`src/rtl/charge_session_ctrl_pkg.sv`:
```
// charge_session_ctrl_pkg: mode codes, per-port state encoding and countdown steps.
package charge_session_ctrl_pkg;
  localparam logic [3:0] MODE_STANDARD = 4'b0001;
  localparam logic [3:0] MODE_FAST = 4'b0101;
  localparam int STEP_STANDARD = 1;
  localparam int STEP_FAST = 2;
  typedef enum logic [1:0] {IDLE, CHARGING, DONE} portState_t;
  function automatic logic isValidMode(input logic [3:0] mode);
    return mode == MODE_STANDARD || mode == MODE_FAST;
  endfunction
endpackage

```
`src/rtl/charge_port_fsm.sv`:
```
// charge_port_fsm: one port's IDLE/CHARGING/DONE session FSM with saturating countdown.
module charge_port_fsm
  import charge_session_ctrl_pkg::*;
#(
  parameter int TIME_W = 12
) (
  input  logic              Clk,
  input  logic              nReset,
  input  logic              Tick,
  input  logic [3:0]        Mode,
  input  logic [TIME_W-1:0] Duration,
  input  logic              Start,
  input  logic              Grant,
  input  logic              Stop,
  input  logic              Ack,
  output logic              ChargingNext,
  output logic              CounterEnable,
  output logic              Done,
  output logic              Reject,
  output logic [TIME_W-1:0] RemainingTime
);
  portState_t state;
  logic fast;
  logic expire;
  logic [TIME_W-1:0] step, decremented;
  assign step = fast ? TIME_W'(STEP_FAST) : TIME_W'(STEP_STANDARD);
  assign decremented = RemainingTime > step ? RemainingTime - step : '0;
  assign expire = Tick && decremented == '0;
  // Feeds the top's ActiveCount register so it tracks CounterEnable edge for edge.
  assign ChargingNext = state == CHARGING ? !Stop && !expire : state == IDLE && Start && Grant;
  always_ff @(posedge Clk or negedge nReset) begin
    if (!nReset) begin
      state <= IDLE;
      fast <= 1'b0;
      CounterEnable <= 1'b0;
      Done <= 1'b0;
      Reject <= 1'b0;
      RemainingTime <= '0;
    end else begin
      Reject <= 1'b0;
      case (state)
        IDLE: if (Start) begin
          if (Grant) begin
            state <= CHARGING;
            RemainingTime <= Duration;
            fast <= Mode == MODE_FAST;
            CounterEnable <= 1'b1;
          end else Reject <= 1'b1;
        end
        CHARGING: if (Stop) begin
          state <= IDLE;
          RemainingTime <= '0;
          CounterEnable <= 1'b0;
        end else if (Tick) begin
          RemainingTime <= decremented;
          if (expire) begin
            state <= DONE;
            CounterEnable <= 1'b0;
            Done <= 1'b1;
          end
        end
        DONE: if (Ack) begin
          state <= IDLE;
          Done <= 1'b0;
        end
        default: state <= IDLE;
      endcase
    end
  end
endmodule

```
`src/rtl/charge_session_ctrl.sv`:
```
// charge_session_ctrl: multi-port charging sessions with lowest-index-first slot arbitration.
module charge_session_ctrl
  import charge_session_ctrl_pkg::*;
#(
  parameter int NUM_PORTS = 4,
  parameter int TIME_W = 12,
  parameter int MAX_ACTIVE = 2
) (
  input  logic                          Clk,
  input  logic                          nReset,
  input  logic                          Tick,
  input  logic [4*NUM_PORTS-1:0]        Mode,
  input  logic [TIME_W*NUM_PORTS-1:0]   Duration,
  input  logic [NUM_PORTS-1:0]          Start,
  input  logic [NUM_PORTS-1:0]          Stop,
  input  logic [NUM_PORTS-1:0]          Ack,
  output logic [NUM_PORTS-1:0]          CounterEnable,
  output logic [NUM_PORTS-1:0]          Done,
  output logic [NUM_PORTS-1:0]          Reject,
  output logic [TIME_W*NUM_PORTS-1:0]   RemainingTime,
  output logic [$clog2(NUM_PORTS+1)-1:0] ActiveCount
);
  localparam int CNT_W = $clog2(NUM_PORTS + 1);
  logic [NUM_PORTS-1:0] grant, chargingNext;
  // ActiveCount still counts ports ending this cycle, so their slots free up one cycle later.
  always_comb begin
    int granted;
    granted = 0;
    grant = '0;
    for (int i = 0; i < NUM_PORTS; i++) begin
      if (Start[i] && !CounterEnable[i] && !Done[i] && isValidMode(Mode[4*i+:4]) &&
          Duration[TIME_W*i+:TIME_W] != '0 && int'(ActiveCount) + granted < MAX_ACTIVE) begin
        grant[i] = 1'b1;
        granted++;
      end
    end
  end
  always_ff @(posedge Clk or negedge nReset) begin
    if (!nReset) ActiveCount <= '0;
    else ActiveCount <= CNT_W'($countones(chargingNext));
  end
  for (genvar g = 0; g < NUM_PORTS; g++) begin : gPort
    charge_port_fsm #(.TIME_W(TIME_W)) uPort (
      .Clk(Clk),
      .nReset(nReset),
      .Tick(Tick),
      .Mode(Mode[4*g+:4]),
      .Duration(Duration[TIME_W*g+:TIME_W]),
      .Start(Start[g]),
      .Grant(grant[g]),
      .Stop(Stop[g]),
      .Ack(Ack[g]),
      .ChargingNext(chargingNext[g]),
      .CounterEnable(CounterEnable[g]),
      .Done(Done[g]),
      .Reject(Reject[g]),
      .RemainingTime(RemainingTime[TIME_W*g+:TIME_W])
    );
  end
endmodule

```
`config.mk`:
```
export PLATFORM = sky130hd
export DESIGN_NAME = charge_session_ctrl
export DESIGN_NICKNAME = d
export VERILOG_FILES = /design/src/rtl/charge_session_ctrl_pkg.sv /design/src/rtl/charge_port_fsm.sv /design/src/rtl/charge_session_ctrl.sv
export SDC_FILE = /design/constraint.sdc
export NUM_CORES = 1
export LEC_CHECK = 0
export CAP_MARGIN = 20
export CORE_MARGIN = 4
export CORE_UTILIZATION = 45
export DETAILED_ROUTE_END_ITERATION = 12
export HOLD_SLACK_MARGIN = 0.06
export MAX_ROUTING_LAYER = met4
export PLACE_DENSITY_LB_ADDON = 0.12
export REMOVE_ABC_BUFFERS = 1
export SYNTH_ARGS = -nofsm -noshare
export SYNTH_HDL_FRONTEND = slang
export SYNTH_SLANG_ARGS = --single-unit
```
`constraint.sdc`:
```
create_clock -name Clk -period 6.5 [get_ports Clk]
set_clock_uncertainty 0.15 [all_clocks]
set_input_delay 1.3 -clock Clk [delete_from_list [all_inputs] [get_ports Clk]]
set_output_delay 1.3 -clock Clk [all_outputs]
set_load 0.01 [all_outputs]
```
== After elaboration in Yosys (flattened, before gate mapping) ==
Index checks and enable logic that the tools add are counted.
Word-level totals
  word-level logic and storage cells: 312
  flip-flop bits (word level): 75
  bits of input ports: 79
  output and inout port bits: 63
Operators by class
  reduce and logical (&&, ||, !) cells: 96
  order comparisons: 8
  add/sub/neg operators: 12
  mux-type cells: 123
  equal/unequal tests: 48
Operators by type and width (number)
  12-bit 2-to-1 mux: 20
  4-bit by 32-bit adder with 32-bit output: 3
  32-bit by 3-bit less-than comparator with 1-bit output (second input constant): 3
  12-bit case mux with 2 select lines: 4
  32-bit by 2-bit adder with 32-bit output (second input constant): 2
  32-bit 2-to-1 mux: 2
  5-bit AND reduction: 12
  1-bit 2-to-1 mux: 57
  2-bit 2-to-1 mux: 28
  12-bit greater-than comparator: 4
  12-bit zero test: 4
  12-bit nonzero test: 4
  12-bit subtractor: 4
  1-bit logical AND: 36
  2-bit inequality test (second input constant): 16
  2-bit case mux with 3 select lines: 4
  4-bit by 1-bit equality test with 1-bit output (second input constant): 4
  4-bit by 3-bit equality test with 1-bit output (second input constant): 4
  1-bit zero test: 16
  2-bit by 1-bit inequality test with 1-bit output (second input constant): 8
  1-bit case mux with 2 select lines: 8
  4-bit AND reduction: 4
  2-bit nonzero test: 8
  3-bit by 2-bit inequality test with 1-bit output (second input constant): 4
  other kinds (9): 28

== Depth between registers and ports, before layout ==
Gate-level depths: netlist of run 1.
  word-level depth: 23
  gate-level depth with buffers: 24
  depth with buffers taken out: 24

== Modules after synthesis ==
From an unflattened synthesis of run 1, not the netlist that was laid out.
Second synthesis, totals
  cells, all modules: 617
  area, all modules: 5604.1 um^2
Modules (own cells, without submodules)
  charge_port_fsm: cells an instance 136, sequential area each 450.4 um^2, area each 1244.9 um^2, times used 4
  charge_session_ctrl: cells an instance 73, sequential area each 75.1 um^2, area each 624.3 um^2, times used 1

== Worst setup path before layout of run 1 ==
OpenSTA, ideal clock, no wires.
  kind: input to register
  start point: input Duration[3]
  end point: register ActiveCount[1]
  slack: -742 ps
  arrival time: 6966 ps
  library setup time: 126 ps
  stages on the path: 24
  data required time: 6224 ps
  buffers on the path: 0
  path through: nor4_1 -> nand3_1 -> and3_1 -> ha_1 -> nor4b_1 -> and4_1 -> inv_1 -> ha_1 -> nand2_1 -> fa_1 -> nor4bb_1 -> nand2_1 -> nor3_2 -> mux2i_1 -> inv_1 -> fa_1 -> nor4b_1 -> nand3_1 -> nor3_1 -> nand3b_1 -> nand2_1 -> fa_1 -> ha_1 -> ha_1
Between the ends
  longest elaborated chain between the ends: 20
  elaborated cells between the ends (all ways): 32
  classes of those cells: 8 x add/sub; 3 x order compare; 11 x mux; 10 x reduce/logical
Ends and longest elaborated chain
  start, declared: line charge_session_ctrl.sv:13  | input logic [TIME_W*NUM_PORTS-1:0] Duration,
  12-bit nonzero test *: line charge_session_ctrl.sv:32  | Duration[TIME_W*i+:TIME_W] != '0 && int'(ActiveCount) + granted < MAX_ACTIVE) begin
  1-bit logical AND *: line charge_session_ctrl.sv:31  | if (Start[i] && !CounterEnable[i] && !Done[i] && isValidMode(Mode[4*i+:4]) &&
  1-bit logical AND *: line charge_session_ctrl.sv:32
  1-bit 2-to-1 mux: line charge_session_ctrl.sv:31
  4-bit by 32-bit adder with 32-bit output: line charge_session_ctrl.sv:32
  32-bit by 3-bit less-than comparator with 1-bit output: line charge_session_ctrl.sv:32
  1-bit logical AND: line charge_session_ctrl.sv:32
  32-bit 2-to-1 mux: line charge_session_ctrl.sv:31
  (+4 left out)
  4-bit by 32-bit adder with 32-bit output: line charge_session_ctrl.sv:32
  32-bit by 3-bit less-than comparator with 1-bit output: line charge_session_ctrl.sv:32
  1-bit logical AND: line charge_session_ctrl.sv:32
  1-bit 2-to-1 mux: line charge_session_ctrl.sv:31
  1-bit logical AND: line charge_port_fsm.sv:30  | assign ChargingNext = state == CHARGING ? !Stop && !expire : state == IDLE && Start && Grant;
  1-bit 2-to-1 mux: line charge_port_fsm.sv:30
  1-bit by 1-bit adder with 2-bit output (implied by the code): line charge_session_ctrl.sv:40  | else ActiveCount <= CNT_W'($countones(chargingNext));
  2-bit by 2-bit adder with 3-bit output (implied by the code) *: line charge_session_ctrl.sv:40
  end signal, assigned: line charge_session_ctrl.sv:40
  end, declared: line charge_session_ctrl.sv:21  | output logic [$clog2(NUM_PORTS+1)-1:0] ActiveCount
Every way passes the cells marked *; elsewhere a longest branch is shown, timed or not.
A chain may end at the register's enable or synchronous reset.

== Final worst setup path of run 1 ==
  start point: input Duration[11]
  end point: register ActiveCount[1]
Same word-level chain as after synthesis.

==> flow_results.xml, run 1 <==
<?xml version="1.0" encoding="UTF-8"?>
<metrics>
  <group name="setup_path">
    <metric name="worst-r2r-setup-slack" unit="ns">0.71</metric>
    <metric name="timing.setup.critical_path_class" unit="">input port to flip-flop</metric>
    <metric name="critPathSlowestCell" unit="">sky130_fd_sc_hd__fa_1</metric>
    <metric name="critPathMaxStageDelay" unit="ns">0.51</metric>
    <metric name="timing.critical_path.required" unit="ns">6.58</metric>
    <metric name="worstPathMaxFanout" unit="">2</metric>
    <metric name="worstPathArrival" unit="ns">6.54</metric>
    <metric name="startpoint_type" unit="">input port</metric>
    <metric name="critPathMostFrequentCell" unit="">sky130_fd_sc_hd__buf_4</metric>
    <metric name="critPathCaptureType" unit="">flip-flop</metric>
  </group>
  <group name="drt">
    <metric name="ant_nets" unit="">0</metric>
    <metric name="violation_count_after_the_first_detailed_routing_iteration" unit="">501</metric>
    <metric name="wl_per_cell" unit="um">18.05</metric>
    <metric name="via_per_inst" unit="">6.030</metric>
    <metric name="route.vias.total" unit="">5710</metric>
    <metric name="drt_first_pass_iters" unit="">5</metric>
    <metric name="postRouteWirelength" unit="mm">17.09</metric>
    <metric name="drc" unit="">0</metric>
  </group>
  <group name="grt">
    <metric name="grt_start_max_net_pins" unit="">76</metric>
    <metric name="wire_length_of_the_first_global_routing_pass" unit="mm">27.96</metric>
    <metric name="grt_pass1_vias" unit="">5619</metric>
    <metric name="global_route.overflow_total" unit="">0</metric>
    <metric name="gr-usage-all-layers" unit="%">24.81</metric>
    <metric name="antenna_found_initial" unit="">0</metric>
  </group>
  <group name="yosys">
    <metric name="synth-async-reset-ratio" unit="%">100.0</metric>
    <metric name="post-synth-top-area-fraction" unit="%">34.44</metric>
    <metric name="synthFlopType" unit="">sky130_fd_sc_hd__dfrtp_1</metric>
    <metric name="synth_sequential_area_ratio" unit="%">34.44</metric>
    <metric name="synth_cell_types" unit="">81</metric>
    <metric name="synth_enable_flop_cells" unit="">0</metric>
    <metric name="synth-seq-cells" unit="">75</metric>
    <metric name="synthesis.area" unit="um2">5449</metric>
    <metric name="post_synth_main_area_contributors" unit="">sky130_fd_sc_hd__dfrtp_1 (34%), sky130_fd_sc_hd__o21ai_0 (5.1%), sky130_fd_sc_hd__nor2_1 (3.7%), sky130_fd_sc_hd__nand2_1 (3.6%), sky130_fd_sc_hd__ha_1 (3.4%)</metric>
    <metric name="synth_top_cell_by_area" unit="">sky130_fd_sc_hd__dfrtp_1</metric>
    <metric name="ys_warn_count" unit="">0</metric>
    <metric name="synthesized_instance_count" unit="">641</metric>
    <metric name="syn_area_per_cell" unit="um2">8.501</metric>
  </group>
  <group name="flow_run">
    <metric name="maxCapViolCount" unit="">0</metric>
  </group>
  <group name="power_and_ir_drop">
    <metric name="ir_drop" unit="mV">0.2061</metric>
    <metric name="static-leakage-power" unit="nW">3.223</metric>
    <metric name="cellPowerDensity" unit="nW/um2">314.5</metric>
  </group>
  <group name="die">
    <metric name="io_pins" unit="">142</metric>
    <metric name="placement_rows" unit="">39</metric>
    <metric name="fp.dieW" unit="um">118.0</metric>
    <metric name="dieArea" unit="um2">13930</metric>
    <metric name="core_region_area" unit="um2">11610</metric>
    <metric name="floorplan.initialDensity" unit="%">46.92</metric>
    <metric name="die_h" unit="um">118.0</metric>
  </group>
  <group name="layout">
    <metric name="antenna-diode-count" unit="">0</metric>
    <metric name="final.fill_count" unit="">1025</metric>
    <metric name="layout.core_utilization" unit="%">65.63</metric>
    <metric name="final_layout_size_suffix_gt1_share" unit="%">15.05</metric>
    <metric name="syn2layout_area_growth" unit="%">39.89</metric>
    <metric name="nNetsFinal" unit="">900</metric>
  </group>
  <group name="sta">
    <metric name="grt_setup_unrepaired" unit="">true</metric>
    <metric name="setup_slack" unit="ns">0.04412</metric>
    <metric name="setup-tns-final" unit="ns">0</metric>
    <metric name="count_of_final_setup_violators" unit="">0</metric>
    <metric name="post-route-min-period" unit="ns">6.456</metric>
    <metric name="whs" unit="ns">0.3345</metric>
    <metric name="timing.final.max_slew_violations" unit="">0</metric>
    <metric name="final_hold_violations" unit="">0</metric>
    <metric name="final.period_utilization" unit="%">99.32</metric>
    <metric name="fmax" unit="MHz">154.9</metric>
    <metric name="worst_slew_pin_slew" unit="ns">1.022</metric>
    <metric name="timing.max_slew.rel_slack" unit="%">31.45</metric>
  </group>
  <group name="placed_design">
    <metric name="place_hpwl" unit="mm">12.62</metric>
    <metric name="count_of_buffers_inserted_at_the_top_level_ports" unit="">141</metric>
    <metric name="setup_slack_at_placement" unit="ns">-1.256</metric>
    <metric name="routabilityCongestion" unit="">0.9687</metric>
  </group>
  <group name="clock_tree">
    <metric name="worst_setup_hold_path_clk_slew" unit="ns">0.06</metric>
    <metric name="cts-root-buf" unit="">sky130_fd_sc_hd__clkbuf_16</metric>
    <metric name="cts_buffers" unit="">9</metric>
    <metric name="htreeDepth" unit="">3</metric>
    <metric name="clk_path_buf_depth" unit="">2</metric>
    <metric name="tritoncts_clock_tree" unit="">built</metric>
    <metric name="clock_insertion_delay_worst_skew" unit="ns">0.34</metric>
    <metric name="post_cts_hold_buffer_count" unit="">0</metric>
    <metric name="cts.sinks" unit="">75</metric>
  </group>
  <group name="hold_path">
    <metric name="path_class_of_the_lowest_slack_min_delay_path" unit="">flip-flop to flip-flop</metric>
  </group>
  <group name="run_status">
    <metric name="run_status" unit="">completed</metric>
  </group>
</metrics>
## final timing paths
path | end | depth (start not counted) | start
setup / recovery | ActiveCount[1] | 30 | Duration[11]
hold / removal | gPort[2].uPort.fast | 2 | gPort[2].uPort.fast
setup reg to reg | ActiveCount[1] | 25 | gPort[0].uPort.CounterEnable
hold reg to reg | gPort[2].uPort.fast | 2 | gPort[2].uPort.fast
max in group asynchronous | gPort[1].uPort.fast | 1 | nReset
min in group asynchronous | gPort[0].uPort.RemainingTime[3] | 1 | nReset
## metrics by stage
step	std cells	instance area, um2	power (mW)
floorplan	601	5240	1.369
global placement	918	7076	1.847
detailed placement	918	7076	1.877
CTS	947	7535	2.372
global route	947	7622	2.560
finish	947	7622	2.397
## what timing repair did
item                       4_1_cts  5_1_grt
setup endpoints to repair       19       15
buffers inserted                13        1
gates resized for setup         75       21
pin swaps                       21       17
## critical path: cells and delay by family
kind	cells	cell delay, ns
XOR/XNOR	1	0.13
AND/OR/NAND/NOR	13	1.98
buffers and inverters	10	1.19
adder cells (fa/ha/maj)	6	1.95
## layout make-up
class | instances | area [um2] | area share (%)
clock buffers | 14 | 264.0 | 3.464
well taps | 143 | 178.9 | 2.347
flip-flops and latches | 75 | 1877 | 24.62
repair buffers | 187 | 1753 | 23.00
multi-input cells | 494 | 3417 | 44.83
inverters | 32 | 122.6 | 1.609
clock inverters | 2 | 10.01 | 0.1313
## registers in the layout, indices dropped and copies added (netlist names)
register / flops
gPort.uPort.RemainingTime: 48
ActiveCount: 3
gPort.uPort.fast: 4
gPort.uPort.CounterEnable: 4
gPort.uPort.Done: 4
gPort.uPort.Reject: 4
gPort.uPort.state: 8
## metal layers
layer  vias to the layer above  GRT usage (%)  routed length (um)
met4                         0          8.645                 299
met2                       235          40.68                8488
met5                         -              -                   0
met1                      2743          31.33                7271
li1                       2707              -                   -
met3                        25          3.892                1032
## cells in the mapped netlist (11+ instances only)
| cell type | n |
|---|---|
| sky130_fd_sc_hd__dfrtp_1 | 75 |
| sky130_fd_sc_hd__o21ai_0 | 56 |
| sky130_fd_sc_hd__nor2_1 | 54 |
| sky130_fd_sc_hd__nand2_1 | 52 |
| sky130_fd_sc_hd__inv_1 | 32 |
| sky130_fd_sc_hd__a21oi_1 | 30 |
| sky130_fd_sc_hd__nor3_1 | 26 |
| sky130_fd_sc_hd__clkbuf_1 | 22 |
| sky130_fd_sc_hd__nor4_1 | 22 |
| sky130_fd_sc_hd__a22o_1 | 19 |
| sky130_fd_sc_hd__ha_1 | 15 |
| sky130_fd_sc_hd__nand3_1 | 14 |
| sky130_fd_sc_hd__o31ai_1 | 13 |
| sky130_fd_sc_hd__buf_4 | 12 |
| sky130_fd_sc_hd__or3_1 | 11 |
## placed cells by master (no fill, tap or decap), types with 5 or more instances in the layout
cell and count:
sky130_fd_sc_hd__inv_1 30, sky130_fd_sc_hd__o31ai_1 12, sky130_fd_sc_hd__a21oi_1 30, sky130_fd_sc_hd__fa_1 7, sky130_fd_sc_hd__buf_4 43, sky130_fd_sc_hd__a22oi_1 9, sky130_fd_sc_hd__o21a_1 5, sky130_fd_sc_hd__a21o_1 5
sky130_fd_sc_hd__a22o_1 19, sky130_fd_sc_hd__clkbuf_16 9, sky130_fd_sc_hd__dfrtp_1 75, sky130_fd_sc_hd__or4_1 8, sky130_fd_sc_hd__or2_2 8, sky130_fd_sc_hd__clkdlybuf4s50_1 124, sky130_fd_sc_hd__nor3_1 25, sky130_fd_sc_hd__xnor2_1 5
sky130_fd_sc_hd__o41ai_1 5, sky130_fd_sc_hd__nand3_1 13, sky130_fd_sc_hd__nand2_1 51, sky130_fd_sc_hd__nor3b_1 7, sky130_fd_sc_hd__o21ai_1 9, sky130_fd_sc_hd__or3_1 11, sky130_fd_sc_hd__nand2b_1 7, sky130_fd_sc_hd__mux2i_1 5
sky130_fd_sc_hd__nor2_1 54, sky130_fd_sc_hd__ha_1 11, sky130_fd_sc_hd__buf_6 8, sky130_fd_sc_hd__nor4_1 19, sky130_fd_sc_hd__and3_1 9, sky130_fd_sc_hd__nor2b_1 5, sky130_fd_sc_hd__o21ai_0 56, sky130_fd_sc_hd__nand3b_1 7
## cell families (layout without fill, tap and decap cells)
family | count (synthesis) | count (layout) | synth area share (%)
multiplexers | 8 | 8 | 1.516
AO/OA/AOI/OAI | 198 | 198 | 24.91
AND/OR/NAND/NOR | 258 | 258 | 25.79
XOR/XNOR | 8 | 8 | 1.286
buffers and inverters | 72 | 235 | 6.039
flip-flops | 75 | 75 | 34.44
adder cells (fa/ha/maj) | 22 | 22 | 6.016
## power by group
| group | total (mW) | internal [mW] | switching [mW] |
|---|---|---|---|
| combinational | 1.14 | 0.579 | 0.563 |
| clock | 0.473 | 0.279 | 0.194 |
| sequential | 0.782 | 0.587 | 0.196 |
Note: power is estimated with default switching activity, not from simulation.
==> run 2, diff against run 1 <==
--- a/config.mk
+++ b/config.mk
@@ -15,4 +15,5 @@
 export REMOVE_ABC_BUFFERS = 1
 export SYNTH_ARGS = -nofsm -noshare
 export SYNTH_HDL_FRONTEND = slang
+export SYNTH_HIERARCHICAL = 1
 export SYNTH_SLANG_ARGS = --single-unit
==> run 2 against run 1 <==
Against the previous run: combinational power is 20% higher; critical path depth decreased by 3; global-route usage up 0.77 points; clock power is 6.3% higher; fmax is 8.0% lower; clock-buffer cell count is the same; largest power group unchanged; synthesized cell count decreased by 3.7%; routed wire length grew 4.2%; power grew 13%; the flow now finishes with violations (negative setup slack); sequential share of layout area is 1.2 points lower; non-clock buffer count up 3.
==> flow_results.xml, run 2 <==
<?xml version="1.0" encoding="UTF-8"?>
<metrics>
  <group name="run_status">
    <metric name="run_status" unit="">finished, violations left</metric>
    <metric name="failed_checks" unit="">negative setup slack</metric>
  </group>
  <group name="drt">
    <metric name="violation_count_after_the_first_detailed_routing_iteration" unit="">513</metric>
    <metric name="ant_nets" unit="">0</metric>
    <metric name="drt_first_pass_iters" unit="">5</metric>
    <metric name="drc" unit="">0</metric>
    <metric name="route.vias.total" unit="">5864</metric>
    <metric name="wl_per_cell" unit="um">18.29</metric>
    <metric name="via_per_inst" unit="">6.021</metric>
    <metric name="postRouteWirelength" unit="mm">17.81</metric>
  </group>
  <group name="placed_design">
    <metric name="setup_slack_at_placement" unit="ns">-1.766</metric>
    <metric name="place_inst" unit="">944</metric>
    <metric name="count_of_buffers_inserted_at_the_top_level_ports" unit="">141</metric>
    <metric name="dpl-instance-area" unit="um2">7355</metric>
    <metric name="place_hpwl" unit="mm">13.01</metric>
    <metric name="routabilityCongestion" unit="">0.8990</metric>
  </group>
  <group name="die">
    <metric name="io_pins" unit="">142</metric>
    <metric name="fp.dieW" unit="um">119.6</metric>
    <metric name="placement_rows" unit="">40</metric>
    <metric name="die_h" unit="um">119.6</metric>
    <metric name="floorplan.initialDensity" unit="%">46.27</metric>
    <metric name="dieArea" unit="um2">14300</metric>
    <metric name="core_region_area" unit="um2">12110</metric>
  </group>
  <group name="yosys">
    <metric name="post_synth_main_area_contributors" unit="">sky130_fd_sc_hd__dfrtp_1 (33%), sky130_fd_sc_hd__o21ai_0 (4.6%), sky130_fd_sc_hd__nor2_1 (3.6%), sky130_fd_sc_hd__ha_1 (3.6%), sky130_fd_sc_hd__nand2_1 (3.1%)</metric>
    <metric name="synth_sequential_area_ratio" unit="%">33.49</metric>
    <metric name="synthFlopType" unit="">sky130_fd_sc_hd__dfrtp_1</metric>
    <metric name="synth-seq-cells" unit="">75</metric>
    <metric name="synth_top_cell_by_area" unit="">sky130_fd_sc_hd__dfrtp_1</metric>
    <metric name="ys_warn_count" unit="">6</metric>
    <metric name="synth_cell_types" unit="">62</metric>
    <metric name="synth-async-reset-ratio" unit="%">100.0</metric>
    <metric name="synthesized_instance_count" unit="">617</metric>
    <metric name="synth_enable_flop_cells" unit="">0</metric>
    <metric name="synth.most_common_cell" unit="">sky130_fd_sc_hd__dfrtp_1</metric>
    <metric name="leading_post_synthesis_cells_by_instance_count" unit="">sky130_fd_sc_hd__dfrtp_1 (75), sky130_fd_sc_hd__nor2_1 (54), sky130_fd_sc_hd__o21ai_0 (52), sky130_fd_sc_hd__nand2_1 (46), sky130_fd_sc_hd__inv_1 (34)</metric>
    <metric name="syn_area_per_cell" unit="um2">9.083</metric>
    <metric name="post-synth-top-area-fraction" unit="%">33.49</metric>
    <metric name="synthesis.area" unit="um2">5604</metric>
  </group>
  <group name="layout">
    <metric name="largest_registers" unit="">gPort.uPort/RemainingTime: 48 flops, gPort.uPort/state: 8 flops</metric>
    <metric name="number_of_standard_cells_in_the_layout_taps_in_and_fillers_out" unit="">974</metric>
    <metric name="most-common-layout-cells" unit="">sky130_fd_sc_hd__clkdlybuf4s50_1 (124), sky130_fd_sc_hd__dfrtp_1 (75), sky130_fd_sc_hd__nor2_1 (54)</metric>
    <metric name="final.fill_count" unit="">1034</metric>
    <metric name="largest-register" unit="">gPort.uPort/RemainingTime</metric>
    <metric name="nNetsFinal" unit="">903</metric>
    <metric name="layout.core_utilization" unit="%">66.16</metric>
    <metric name="stdcell_area" unit="um2">8013</metric>
    <metric name="most_frequent_standard_cell_in_the_layout_excluding_fill_and_tap_cells" unit="">sky130_fd_sc_hd__clkdlybuf4s50_1</metric>
    <metric name="antenna-diode-count" unit="">0</metric>
    <metric name="final_layout_size_suffix_gt1_share" unit="%">20.72</metric>
    <metric name="largest_register_ff_count" unit="">48</metric>
    <metric name="syn2layout_area_growth" unit="%">42.98</metric>
  </group>
  <group name="grt">
    <metric name="antenna_found_initial" unit="">0</metric>
    <metric name="wire_length_of_the_first_global_routing_pass" unit="mm">29.28</metric>
    <metric name="global_route.overflow_total" unit="">0</metric>
    <metric name="gr-usage-all-layers" unit="%">25.58</metric>
    <metric name="grt_start_max_net_pins" unit="">76</metric>
    <metric name="grt_pass1_vias" unit="">5794</metric>
  </group>
  <group name="clock_tree">
    <metric name="worst_setup_hold_path_clk_slew" unit="ns">0.06</metric>
    <metric name="clock_insertion_delay_worst_skew" unit="ns">0.34</metric>
    <metric name="clk_path_buf_depth" unit="">2</metric>
    <metric name="tritoncts_clock_tree" unit="">built</metric>
    <metric name="cts_buffers" unit="">9</metric>
    <metric name="post_cts_hold_buffer_count" unit="">0</metric>
    <metric name="cts.sinks" unit="">75</metric>
    <metric name="cts-root-buf" unit="">sky130_fd_sc_hd__clkbuf_16</metric>
    <metric name="htreeDepth" unit="">3</metric>
  </group>
  <group name="flow_run">
    <metric name="maxCapViolCount" unit="">0</metric>
  </group>
  <group name="power_and_ir_drop">
    <metric name="ir_drop" unit="mV">0.1663</metric>
    <metric name="static-leakage-power" unit="nW">3.297</metric>
    <metric name="power.total" unit="mW">2.713</metric>
    <metric name="cellPowerDensity" unit="nW/um2">338.6</metric>
  </group>
  <group name="setup_path">
    <metric name="worstPathMaxFanout" unit="">2</metric>
    <metric name="critPathCaptureType" unit="">flip-flop</metric>
    <metric name="worstPathArrival" unit="ns">7.09</metric>
    <metric name="timing.setup.critical_path_class" unit="">input port to flip-flop</metric>
    <metric name="timing.reg2reg.worst_path_depth" unit="">26</metric>
    <metric name="timing.critical_path.required" unit="ns">6.58</metric>
    <metric name="startpoint_type" unit="">input port</metric>
  </group>
  <group name="sta">
    <metric name="timing.final.max_slew_violations" unit="">0</metric>
    <metric name="worst_slew_pin_slew" unit="ns">0.9784</metric>
    <metric name="final.period_utilization" unit="%">107.9</metric>
    <metric name="final_hold_violations" unit="">0</metric>
    <metric name="count_of_final_setup_violators" unit="">15</metric>
    <metric name="grt_setup_unrepaired" unit="">true</metric>
    <metric name="post-route-min-period" unit="ns">7.016</metric>
    <metric name="setup_slack" unit="ns">-0.5156</metric>
    <metric name="timing.max_slew.rel_slack" unit="%">34.78</metric>
    <metric name="fmax" unit="MHz">142.5</metric>
  </group>
  <group name="hold_path">
    <metric name="timing.hold.worst_path_depth" unit="">2</metric>
    <metric name="path_class_of_the_lowest_slack_min_delay_path" unit="">flip-flop to flip-flop</metric>
  </group>
</metrics>
[run 2: cell types whose count changed after synthesis, moves of 8 or more]
cell and change:
sky130_fd_sc_hd__a22o_1 -19, sky130_fd_sc_hd__o311ai_1 +8, sky130_fd_sc_hd__nand3_1 -10, sky130_fd_sc_hd__nor4bb_1 +9, sky130_fd_sc_hd__and4b_1 +8, sky130_fd_sc_hd__or2_2 -8, sky130_fd_sc_hd__o22ai_1 +10, sky130_fd_sc_hd__buf_6 +8
sky130_fd_sc_hd__buf_4 -12, sky130_fd_sc_hd__a21o_1 +11, sky130_fd_sc_hd__clkbuf_1 -14, sky130_fd_sc_hd__nor2b_1 +8
[run 2: power breakdown]
part           switching (mW)  total (mW)  internal [mW]
registers               0.239       0.838          0.600
logic                   0.676        1.37          0.695
clock network           0.195       0.503          0.308
total                    1.11        2.71           1.60
[run 2: area by class of cell]
cell class              count  area, um2  area share, %
inverters                  34      127.6          1.593
well taps                 168      210.2          2.623
flip-flops and latches     75       1877          23.42
clock inverters             2      35.03         0.4372
clock buffers              14      254.0          3.170
repair buffers            190       1785          22.28
multi-input cells         491       3724          46.47
[run 2: repair_timing]
item	CTS	global route
pin swaps	25	25
endpoints found under the setup margin	19	19
buffers inserted	19	6
gates resized for setup	84	41
cloned	0	1
[run 2: worst paths after layout]
check / end / slack [ns] / from
worst max-delay path: ActiveCount[1] / -0.52 / Duration[0]
worst max register to register: ActiveCount[1] / 0.16 / ActiveCount[2]
worst min-delay path: gPort[3].uPort/RemainingTime[0] / 0.40 / gPort[3].uPort/RemainingTime[0]
min in group asynchronous: gPort[2].uPort/RemainingTime[6] / 0.96 / nReset
worst min register to register: gPort[3].uPort/RemainingTime[0] / 0.40 / gPort[3].uPort/RemainingTime[0]
max in group asynchronous: gPort[0].uPort/Done / 4.60 / nReset
[run 2: worst max-delay path, stage by stage]
cell,delay (ns)
sky130_fd_sc_hd__buf_8,0.10
sky130_fd_sc_hd__nor4_4,0.31
sky130_fd_sc_hd__buf_4,0.17
sky130_fd_sc_hd__a31oi_4,0.07
sky130_fd_sc_hd__and2_1,0.15
sky130_fd_sc_hd__ha_1,0.27
sky130_fd_sc_hd__nor4b_2,0.21
sky130_fd_sc_hd__nand4_1,0.16
sky130_fd_sc_hd__ha_1,0.34
sky130_fd_sc_hd__and2_4,0.15
sky130_fd_sc_hd__inv_2,0.03
sky130_fd_sc_hd__fa_2,0.51
sky130_fd_sc_hd__nand3b_1,0.09
sky130_fd_sc_hd__nor3_2,0.16
sky130_fd_sc_hd__and3_4,0.22
sky130_fd_sc_hd__mux2_4,0.30
sky130_fd_sc_hd__fa_1,0.51
sky130_fd_sc_hd__nor4bb_4,0.19
sky130_fd_sc_hd__nand4_1,0.15
sky130_fd_sc_hd__nor4_2,0.35
sky130_fd_sc_hd__nor4bb_4,0.29
sky130_fd_sc_hd__a21o_1,0.13
sky130_fd_sc_hd__inv_2,0.04
sky130_fd_sc_hd__fa_1,0.49
sky130_fd_sc_hd__inv_2,0.05
sky130_fd_sc_hd__ha_4,0.15
sky130_fd_sc_hd__ha_4,0.20
[run 2: metrics by stage]
step                TNS (ns)  hold slack (ns)
finish                -2.712           0.4020
global route          -7.702           0.4518
detailed placement    -23.07           0.4005
global placement      -21.25           0.3939
CTS                   -7.261           0.4120
floorplan             -14.13           0.3679
[run 2: cell families after synthesis]
family	Yosys count	share of synthesized area, %
AND/OR/NAND/NOR	244	27.51
AO/OA/AOI/OAI	207	25.03
flip-flops	75	33.49
buffers and inverters	51	4.622
adder cells (fa/ha/maj)	23	6.073
multiplexers	12	2.500
XOR/XNOR	5	0.7814
[run 2: metal layers]
layer / vias up / share of wire (%) / track usage (%)
met3: 33 / 6.4 / 3.864
li1: 2737 / - / -
met4: 0 / 2.0 / 8.876
met1: 2829 / 45 / 34.42
met2: 265 / 46 / 39.69
met5: - / 0 / -
==> run 3, diff against run 2 <==
--- a/config.mk
+++ b/config.mk
@@ -7,13 +7,13 @@
 export LEC_CHECK = 0
 export CAP_MARGIN = 20
 export CORE_MARGIN = 4
-export CORE_UTILIZATION = 45
+export CORE_UTILIZATION = 30
 export DETAILED_ROUTE_END_ITERATION = 12
 export HOLD_SLACK_MARGIN = 0.06
 export MAX_ROUTING_LAYER = met4
 export PLACE_DENSITY_LB_ADDON = 0.12
 export REMOVE_ABC_BUFFERS = 1
+export SLEW_MARGIN = 20
 export SYNTH_ARGS = -nofsm -noshare
 export SYNTH_HDL_FRONTEND = slang
-export SYNTH_HIERARCHICAL = 1
 export SYNTH_SLANG_ARGS = --single-unit
==> run 3 against run 2 <==
Against the previous run: the flow now finishes without violations; highest routed layer unchanged; critical path depth is 2 lower; fmax up 8.8%; die area is 43% higher.
==> flow_results.xml, run 3 (synthesis gave the netlist of run 1 again) <==
<?xml version="1.0" encoding="UTF-8"?>
<metrics>
  <group name="run_status">
    <metric name="run_status" unit="">completed</metric>
  </group>
  <group name="drt">
    <metric name="highest-signal-layer" unit="">met4</metric>
    <metric name="wl_per_cell" unit="um">18.27</metric>
    <metric name="via_per_inst" unit="">5.438</metric>
    <metric name="drc" unit="">0</metric>
    <metric name="drt_first_pass_iters" unit="">5</metric>
    <metric name="met1_wirelength" unit="mm">8.602</metric>
    <metric name="violation_count_after_the_first_detailed_routing_iteration" unit="">289</metric>
    <metric name="route.vias.total" unit="">5617</metric>
    <metric name="postRouteWirelength" unit="mm">18.87</metric>
    <metric name="met3WireLength" unit="um">912</metric>
    <metric name="ant_nets" unit="">0</metric>
    <metric name="dr_wl_met2" unit="mm">9.046</metric>
  </group>
  <group name="placed_design">
    <metric name="routabilityCongestion" unit="">0.9254</metric>
    <metric name="place_inst" unit="">1014</metric>
    <metric name="place_hpwl" unit="mm">14.13</metric>
    <metric name="count_of_buffers_inserted_at_the_top_level_ports" unit="">141</metric>
    <metric name="dpl-instance-area" unit="um2">7258</metric>
  </group>
  <group name="sta">
    <metric name="whs" unit="ns">0.3477</metric>
    <metric name="grt_setup_unrepaired" unit="">true</metric>
    <metric name="final_hold_violations" unit="">0</metric>
    <metric name="count_of_final_setup_violators" unit="">0</metric>
    <metric name="final.period_utilization" unit="%">99.21</metric>
    <metric name="worst_slew_pin_slew" unit="ns">1.011</metric>
    <metric name="timing.max_slew.rel_slack" unit="%">32.19</metric>
    <metric name="timing.final.max_slew_violations" unit="">0</metric>
    <metric name="post-route-min-period" unit="ns">6.449</metric>
    <metric name="fmax" unit="MHz">155.1</metric>
  </group>
  <group name="grt">
    <metric name="antenna_found_initial" unit="">0</metric>
    <metric name="gr-usage-all-layers" unit="%">19.04</metric>
    <metric name="grt_pass1_vias" unit="">5643</metric>
    <metric name="wire_length_of_the_first_global_routing_pass" unit="mm">30.30</metric>
    <metric name="grt_start_max_net_pins" unit="">46</metric>
    <metric name="global_route.overflow_total" unit="">0</metric>
  </group>
  <group name="die">
    <metric name="die_h" unit="um">142.8</metric>
    <metric name="fp.dieW" unit="um">142.8</metric>
    <metric name="dieArea" unit="um2">20380</metric>
    <metric name="floorplan.initialDensity" unit="%">30.44</metric>
    <metric name="io_pins" unit="">142</metric>
    <metric name="placement_rows" unit="">49</metric>
    <metric name="core_region_area" unit="um2">17900</metric>
  </group>
  <group name="setup_path">
    <metric name="timing.critical_path.max_delay_family" unit="">adder cells</metric>
    <metric name="timing.setup.critical_path_class" unit="">input port to flip-flop</metric>
    <metric name="timing.critical_path.required" unit="ns">6.59</metric>
    <metric name="worst-r2r-setup-slack" unit="ns">0.62</metric>
    <metric name="reg2reg_from" unit="">gPort[0].uPort.CounterEnable</metric>
    <metric name="critPathMaxStageDelay" unit="ns">0.54</metric>
    <metric name="timing.reg2reg.worst_path_depth" unit="">24</metric>
    <metric name="critical_path_origin" unit="">Duration[0]</metric>
    <metric name="critical_path.n_buffers_inverters" unit="">3</metric>
    <metric name="critPathSlowestCell" unit="">sky130_fd_sc_hd__fa_2</metric>
    <metric name="critPathCaptureType" unit="">flip-flop</metric>
    <metric name="regToRegEndpoint" unit="">ActiveCount[1]</metric>
    <metric name="startpoint_type" unit="">input port</metric>
    <metric name="worstPathArrival" unit="ns">6.54</metric>
    <metric name="critPathMostFrequentCell" unit="">sky130_fd_sc_hd__ha_4</metric>
    <metric name="worstPathMaxFanout" unit="">3</metric>
  </group>
  <group name="clock_tree">
    <metric name="tritoncts_clock_tree" unit="">built</metric>
    <metric name="worst_setup_hold_path_clk_slew" unit="ns">0.06</metric>
    <metric name="cts.sinks" unit="">75</metric>
    <metric name="clk_path_buf_depth" unit="">2</metric>
    <metric name="htreeDepth" unit="">3</metric>
    <metric name="post_cts_hold_buffer_count" unit="">0</metric>
    <metric name="cts_buffers" unit="">9</metric>
    <metric name="cts-root-buf" unit="">sky130_fd_sc_hd__clkbuf_16</metric>
    <metric name="clock_insertion_delay_worst_skew" unit="ns">0.35</metric>
  </group>
  <group name="layout">
    <metric name="nNetsFinal" unit="">900</metric>
    <metric name="antenna-diode-count" unit="">0</metric>
    <metric name="stdcell_area" unit="um2">7858</metric>
    <metric name="final_layout_size_suffix_gt1_share" unit="%">16.29</metric>
    <metric name="most_frequent_standard_cell_in_the_layout_excluding_fill_and_tap_cells" unit="">sky130_fd_sc_hd__clkdlybuf4s50_1</metric>
    <metric name="syn2layout_area_growth" unit="%">44.20</metric>
    <metric name="most-common-layout-cells" unit="">sky130_fd_sc_hd__clkdlybuf4s50_1 (124), sky130_fd_sc_hd__dfrtp_1 (75), sky130_fd_sc_hd__o21ai_0 (55)</metric>
    <metric name="largest-register" unit="">gPort.uPort.RemainingTime</metric>
    <metric name="largest_registers" unit="">gPort.uPort.RemainingTime: 48 flops, gPort.uPort.state: 8 flops</metric>
    <metric name="largest_register_ff_count" unit="">48</metric>
    <metric name="number_of_standard_cells_in_the_layout_taps_in_and_fillers_out" unit="">1033</metric>
  </group>
  <group name="flow_run">
    <metric name="maxCapViolCount" unit="">0</metric>
  </group>
  <group name="hold_path">
    <metric name="min_to" unit="">gPort[2].uPort.fast</metric>
    <metric name="timing.hold.worst_path_depth" unit="">2</metric>
    <metric name="hold_path_startpoint" unit="">gPort[2].uPort.fast</metric>
    <metric name="path_class_of_the_lowest_slack_min_delay_path" unit="">flip-flop to flip-flop</metric>
  </group>
  <group name="power_and_ir_drop">
    <metric name="ir_drop" unit="mV">0.1834</metric>
    <metric name="power.total" unit="mW">2.547</metric>
    <metric name="cellPowerDensity" unit="nW/um2">324.1</metric>
    <metric name="static-leakage-power" unit="nW">3.271</metric>
  </group>
</metrics>
==> run 3: changes by cell type in the layout (fill, tap and decap cells not counted), sizes merged, moves of 9 or more <==
cell    previous run  this run
or2                0         9
a21o              20         5
clkbuf            20        10
a22o               0        19
nor4bb            10         1
o22ai             12         2
==> run 3: how the worst max path moves through the flow <==
stage / to / slack (ns) / cells past startpoint
after floorplan: ActiveCount[1] / -0.74 / 24
final: ActiveCount[1] / 0.05 / 25
after global placement: ActiveCount[1] / -1.06 / 26
after CTS: ActiveCount[1] / -0.06 / 26
after detailed placement: ActiveCount[1] / -1.27 / 25
after global routing: ActiveCount[1] / -0.27 / 25
==> run 3: through the flow <==
stage	setup slack (ns)	util (%)	TNS, ns
final	0.05125	43.89	0
after global routing	-0.2664	43.89	-0.5751
after CTS	-0.05847	43.46	-0.05847
after detailed placement	-1.272	40.54	-15.98
after global placement	-1.064	40.54	-12.48
after floorplan	-0.7419	-	-4.749
==> run 3: where the power goes <==
group | switching (mW) | internal, mW | total [mW]
combinational | 0.562 | 0.583 | 1.15
sequential | 0.206 | 0.586 | 0.792
clock | 0.222 | 0.387 | 0.609
total | 0.991 | 1.56 | 2.55
==> run 3: cell type report <==
class / instances / area [um2]
Tap cell: 229 / 286.5
Timing Repair Buffer: 187 / 1748
Clock buffer: 10 / 239.0
Clock inverter: 6 / 111.4
Multi-Input combinational cell: 494 / 3476
Inverter: 32 / 120.1
Fill cell: 1801 / 10040
Sequential cell: 75 / 1877
==> run 3: per-layer routing <==
layer  vias to the layer above  GRT usage (%)
met1                      2717          24.87
met2                       163          30.66
li1                       2712              -
met5                         -              -
met4                         0          5.953
met3                        25          2.679
==> run 3: what timing repair did <==
item                                    in CTS  in global routing
gates resized for setup                     87                 23
pin swaps                                   21                 17
gates cloned                                 0                  1
buffers inserted                             5                  2
endpoints found under the setup margin      19                 15
==> run 3: tightest hold or removal path: cells and delay by family, from the launching register on <==
family	cells	cell delay, ns
AOI/OAI and AO/OA	1	0.06
and+or+nand+nor	1	0.05
DFF	1	0.35
